**src/rtl/tlul_host_adapter.sv**
```systemverilog
// TL-UL host adapter: turns a req/gnt/rvalid host port into TL-UL A-channel
// requests, tracks up to MaxReqs outstanding transactions in issue order and
// checks each D-channel response against the expected source and opcode.

package tlul_pkg;

  typedef enum logic [2:0] {
    PutFullData    = 3'h0,
    PutPartialData = 3'h1,
    Get            = 3'h4
  } tl_a_op_e;

  typedef enum logic [2:0] {
    AccessAck     = 3'h0,
    AccessAckData = 3'h1
  } tl_d_op_e;

  typedef struct packed {
    logic        a_valid;
    logic [2:0]  a_opcode;
    logic [2:0]  a_param;
    logic [1:0]  a_size;
    logic [7:0]  a_source;
    logic [31:0] a_address;
    logic [3:0]  a_mask;
    logic [31:0] a_data;
    logic        d_ready;
  } tl_h2d_t;

  typedef struct packed {
    logic        d_valid;
    logic [2:0]  d_opcode;
    logic [7:0]  d_source;
    logic [31:0] d_data;
    logic        d_error;
    logic        a_ready;
  } tl_d2h_t;

endpackage

module tlul_host_adapter
  import tlul_pkg::*;
#(
  parameter int MaxReqs = 2,
  localparam int IdxW = (MaxReqs > 1) ? $clog2(MaxReqs) : 1,
  localparam int CntW = $clog2(MaxReqs + 1)
) (
  input  logic            clk_i,
  input  logic            rst_i,
  input  logic            req_i,
  output logic            gnt_o,
  input  logic            we_i,
  input  logic [31:0]     addr_i,
  input  logic [31:0]     wdata_i,
  input  logic [3:0]      be_i,
  output logic            rvalid_o,
  output logic [31:0]     rdata_o,
  output logic            err_o,
  output tl_h2d_t         tl_o,
  input  tl_d2h_t         tl_i,
  output logic            dbg_state_o,
  output logic [CntW-1:0] dbg_cnt_o
);

  // Handshake rules (both channels): a transfer happens in a cycle where
  // valid and ready are both high. The A request is held stable while
  // a_valid & ~a_ready. The host holds req_i and its fields until gnt_o.
  // d_ready is tied high, so every d_valid is a completed D transfer.

  typedef enum logic {
    IDLE = 1'b0,
    SEND = 1'b1
  } state_e;

  state_e            state_q;
  logic [2:0]        a_opcode_q;
  logic [1:0]        a_size_q;
  logic [7:0]        a_source_q;
  logic [31:0]       a_address_q;
  logic [3:0]        a_mask_q;
  logic [31:0]       a_data_q;

  logic [IdxW-1:0]   iss_idx_q;
  logic [IdxW-1:0]   rsp_idx_q;
  logic [CntW-1:0]   cnt_q;
  logic [MaxReqs-1:0] we_q;

  logic              rvalid_q;
  logic [31:0]       rdata_q;
  logic              err_q;

  logic              d_fire;
  logic              room;
  logic              rsp_we;
  logic [2:0]        exp_d_op;
  logic              rsp_err;
  logic [7:0]        rsp_src_ext;
  logic [IdxW-1:0]   iss_idx_nxt;
  logic [IdxW-1:0]   rsp_idx_nxt;
  logic [1:0]        unused_addr;

  assign unused_addr = addr_i[1:0];

  // A response retiring in this cycle frees its slot, so a new grant may
  // take it in the same cycle; the counter then stays at MaxReqs.
  assign d_fire = tl_i.d_valid & (cnt_q != '0);
  assign room   = (cnt_q < CntW'(MaxReqs)) | d_fire;
  assign gnt_o  = req_i & room & ((state_q == IDLE) | tl_i.a_ready);

  assign iss_idx_nxt = (iss_idx_q == IdxW'(MaxReqs - 1)) ? '0 : iss_idx_q + 1'b1;
  assign rsp_idx_nxt = (rsp_idx_q == IdxW'(MaxReqs - 1)) ? '0 : rsp_idx_q + 1'b1;

  // Expected response: source is the oldest outstanding index, opcode follows
  // the stored write flag of that slot.
  always_comb begin
    rsp_we      = we_q[rsp_idx_q];
    exp_d_op    = rsp_we ? AccessAck : AccessAckData;
    rsp_src_ext = {{(8 - IdxW){1'b0}}, rsp_idx_q};
    rsp_err     = tl_i.d_error | (tl_i.d_source != rsp_src_ext) |
                  (tl_i.d_opcode != exp_d_op);
  end

  // A-channel FSM with registered request fields and issue-side tracking.
  always_ff @(posedge clk_i or posedge rst_i) begin
    if (rst_i) begin
      state_q     <= IDLE;
      a_opcode_q  <= 3'h0;
      a_size_q    <= 2'd0;
      a_source_q  <= 8'h00;
      a_address_q <= 32'h0;
      a_mask_q    <= 4'h0;
      a_data_q    <= 32'h0;
      iss_idx_q   <= '0;
      we_q        <= '0;
    end else begin
      if (gnt_o) begin
        state_q     <= SEND;
        a_opcode_q  <= ~we_i ? Get : ((be_i == 4'hF) ? PutFullData : PutPartialData);
        a_size_q    <= 2'd2;
        a_source_q  <= {{(8 - IdxW){1'b0}}, iss_idx_q};
        a_address_q <= {addr_i[31:2], 2'b00};
        a_mask_q    <= we_i ? be_i : 4'hF;
        a_data_q    <= we_i ? wdata_i : 32'h0;
        we_q[iss_idx_q] <= we_i;
        iss_idx_q   <= iss_idx_nxt;
      end else if ((state_q == SEND) && tl_i.a_ready) begin
        state_q <= IDLE;
      end
    end
  end

  // Outstanding counter and response-side index.
  always_ff @(posedge clk_i or posedge rst_i) begin
    if (rst_i) begin
      cnt_q     <= '0;
      rsp_idx_q <= '0;
    end else begin
      if (gnt_o && !d_fire) begin
        cnt_q <= cnt_q + 1'b1;
      end else if (!gnt_o && d_fire) begin
        cnt_q <= cnt_q - 1'b1;
      end
      if (d_fire) begin
        rsp_idx_q <= rsp_idx_nxt;
      end
    end
  end

  // Registered host response: one-cycle pulse, data and error zero otherwise.
  always_ff @(posedge clk_i or posedge rst_i) begin
    if (rst_i) begin
      rvalid_q <= 1'b0;
      rdata_q  <= 32'h0;
      err_q    <= 1'b0;
    end else begin
      rvalid_q <= d_fire;
      rdata_q  <= (d_fire && !rsp_we && !rsp_err) ? tl_i.d_data : 32'h0;
      err_q    <= d_fire & rsp_err;
    end
  end

  // Drive the host-to-device channel from the registered fields.
  always_comb begin
    tl_o           = '0;
    tl_o.a_valid   = (state_q == SEND);
    tl_o.a_opcode  = a_opcode_q;
    tl_o.a_param   = 3'h0;
    tl_o.a_size    = a_size_q;
    tl_o.a_source  = a_source_q;
    tl_o.a_address = a_address_q;
    tl_o.a_mask    = a_mask_q;
    tl_o.a_data    = a_data_q;
    tl_o.d_ready   = 1'b1;
  end

  assign rvalid_o    = rvalid_q;
  assign rdata_o     = rdata_q;
  assign err_o       = err_q;
  assign dbg_state_o = state_q;
  assign dbg_cnt_o   = cnt_q;

endmodule

```
**config.mk**
```make
export PLATFORM = sky130hd
export DESIGN_NAME = tlul_host_adapter
export DESIGN_NICKNAME = d
export VERILOG_FILES = /design/src/rtl/tlul_host_adapter.sv
export SDC_FILE = /design/constraint.sdc
export NUM_CORES = 1
export LEC_CHECK = 0
export ABC_AREA = 1
export CORE_MARGIN = 1
export CORE_UTILIZATION = 35
export CTS_BUF_LIST = sky130_fd_sc_hd__clkbuf_4
export CTS_CLUSTER_DIAMETER = 80
export DETAILED_ROUTE_END_ITERATION = 6
export MAX_ROUTING_LAYER = met4
export PLACE_DENSITY = 0.76
export REMOVE_ABC_BUFFERS = 1
export SLEW_MARGIN = 10
export SYNTH_ARGS = -nofsm -noshare
export SYNTH_HDL_FRONTEND = slang
export SYNTH_SLANG_ARGS = --single-unit
```
**constraint.sdc**
```tcl
create_clock -name clk_i -period 4.4 [get_ports clk_i]
set_clock_uncertainty 0.2 [all_clocks]
set_input_delay 0.66 -clock clk_i [delete_from_list [all_inputs] [get_ports clk_i]]
set_output_delay 0.66 -clock clk_i [all_outputs]
set_load 0.05 [all_outputs]
```
==> metrics.cfg <==
[run_status]
status=complete, no violations

[setup_path]
r2r-start=dbg_cnt_o[1]
endpoint_kind=output port
critical-path-max-stage-delay_ns=0.53
path_class=input port to output port
startpoint_type=input port
crit_top_cell=inv_2
reg2regPathDepth=5
arrival_ns=2.44
required_ns=3.54
path_cells=clkdlybuf4s50_1 -> inv_2 -> nand2_1 -> nand3_2 -> inv_2 -> buf_12
critical-path-top-delay-family=buffers and inverters
rrSetupSlack_ns=1.73
r2r-end=a_data_q[19]
cp_slowest_cell=clkdlybuf4s50_1
crit_path_max_fanout=29
crit_buf_inv=4

[min_path]
hold_depth=2
min_to=a_address_q[31]
worstHoldPathType=flop to flop
worstHoldStart=a_address_q[31]

[finish]
layout_commonest_cell=clkdlybuf4s50_1
diodes=0
syn2layout_area_growth_pct=56.7
utilization_pct=56.3
drive_gt1_share_pct=4.17
final_net_count=810
mostFrequentLayoutCells=clkdlybuf4s50_1 (223), nand2_1 (210), dfrtp_1 (111)

[yosys]
yosysWarnings=0
synth_adder_area_share_pct=0.290
yosys-top-cells-area=dfrtp_1 (64%), nand2_1 (18%), nor2_1 (4.3%)
yosys.area.top_type_share_pct=64.4
synthMuxAreaShare_pct=0
synth-simple-area-share_pct=24.1
yosys.cell_types.count=23
synth_top_area_cell=dfrtp_1
synth_top_family_by_area=simple AND/OR/NAND/NOR gates
syn_area_per_cell_um2=9.13
synthXorXnorAreaFrac_pct=0.813
ys_ff_latch=111
synth_compound_area_share_pct=1.25
syn_inst=472
synthesis.area_mm2=0.00431
ys_seq_area_share_pct=64.4

[route]
dr.pass1.iters=5
drt_iter0_markers=137
ant_nets=0
drc_errors=0
num_vias=3693
avgRoutedWirePerCell_um=13.3
wl_um=11200
vias_per_cell=4.38

[power]
power_density_mw_per_mm2=554
irDropWorstVdd_mv=0.244
finalPower_mw=3.74
leakagePower_nw=3.40

[global_route]
grt_first_pass_wirelength_um=18100
grt_pass1_vias=3779
grt_max_degree=64
antenna_found_initial=0
grt_overflow=0
grt_usage_pct=18.9

[timing]
period_share_pct=75.0
tightest_slew_ns=1.14
worst_slack_ns=1.10
rsz0062_at_grt=false
fmax_mhz=303
tns_ns=0
final_max_slew_viol_count=0
hold_viol_final=0
setup_viol=0
finalCriticalPeriod_ns=3.30
max_slew_margin_pct=23.6

[clock_network]
hold_buffers=0
clk_latency_ns=0.45
cts_tree=yes
htreeDepth=3
cts-root-buf=clkbuf_4
cts_buffer_depth=2
cts_buffers=9
cts.sinks=111
post_cts_buffers=0
cts-resized-gates=0
clk_pin_slew_ns=0.14

[placement]
gp_congestion=0.779
port-buffer-count=224
hpwl_um=8390
post-place-ws_ns=0.921

[die]
die_area_mm2=0.0128
core_area_mm2=0.0120
rows=40
start_util_pct=35.9
die_w_um=113
pin_count=242
dieHeight_um=113

[job]
cap_violations=0

[synthesized netlist by cell type]
cell type / n
buf_1: 1
buf_4: 19
or2_2: 1
nand4_1: 1
conb_1: 2
inv_2: 3
nand3_1: 3
o21ai_0: 9
nor2_2: 1
nand3b_1: 1
buf_6: 3
nor2_1: 49
dfrtp_1: 111
buf_2: 7
nand2_2: 1
nand2_1: 210
nand3_2: 2
o21ai_2: 1
inv_1: 39
xor2_1: 2
clkbuf_1: 3
xnor2_1: 2
ha_1: 1
[sequential cells by signal, summed over array words and instances, names as in the netlist, 2 cells and up]
register / flops
we_q: 2
a_opcode_q: 2
rdata_o: 32
a_data_q: 32
a_mask_q: 4
a_address_q: 30
dbg_cnt_o: 2
[cell families (layout without fill, tap and decap cells)]
group	after synthesis	in the layout
compound gates	10	10
buf+inv	75	286
flops	111	111
xor+xnor	4	4
other cells	2	15
fa+ha+maj	1	1
simple gates	269	269
[tightest hold or removal path, delay by kind of cell, from the launching register on]
| kind | cells | cell delay [ns] |
|---|---|---|
| AND/OR/NAND/NOR | 2 | 0.10 |
| flip-flops | 1 | 0.37 |
[layout make-up]
class | instances | area [um^2]
clock buffers | 9 | 67.6
fillers | 1069 | 5260
repair buffers | 228 | 2280
flip-flops and latches | 111 | 2780
inverters | 42 | 160
clock inverters | 7 | 87.6
multi-input cells | 299 | 1200
well taps | 147 | 184
[stage by stage]
step | cell area [um^2] | std cells | hold WS, ns
floorplan | 4130 | 452 | 0.267
global placement | 6600 | 827 | 0.256
detailed placement | 6600 | 827 | 0.252
CTS | 6760 | 843 | 0.301
global route | 6760 | 843 | 0.309
finish | 6760 | 843 | 0.295
[worst max path at each step]
stage	depth (start not counted)	slack [ns]	to	from
after detailed placement	7	0.92	a_data_q[10]	tl_i[45]
after floorplan	1	0.61	a_address_q[10]	rst_i
after global routing	6	0.95	gnt_o	tl_i[45]
after CTS	6	1.04	gnt_o	tl_i[45]
after global placement	7	0.99	a_data_q[31]	tl_i[45]
final	6	1.10	gnt_o	tl_i[45]
[metal layers]
| metal | global-route usage, % | share of wire, % | up-vias |
|---|---|---|---|
| met3 | 4.34 | 6.3 | 28 |
| met1 | 20.8 | 40 | 1731 |
| met5 | - | 0 | - |
| li1 | - | - | 1797 |
| met2 | 32.0 | 51 | 137 |
| met4 | 9.65 | 3.2 | 0 |
[where the power goes]
group / total (mW) / internal (mW) / switching [mW]
clock network: 0.542 / 0.226 / 0.316
logic: 1.80 / 0.594 / 1.21
registers: 1.39 / 1.25 / 0.142
No activity file was read; power rests on OpenSTA's default activity.
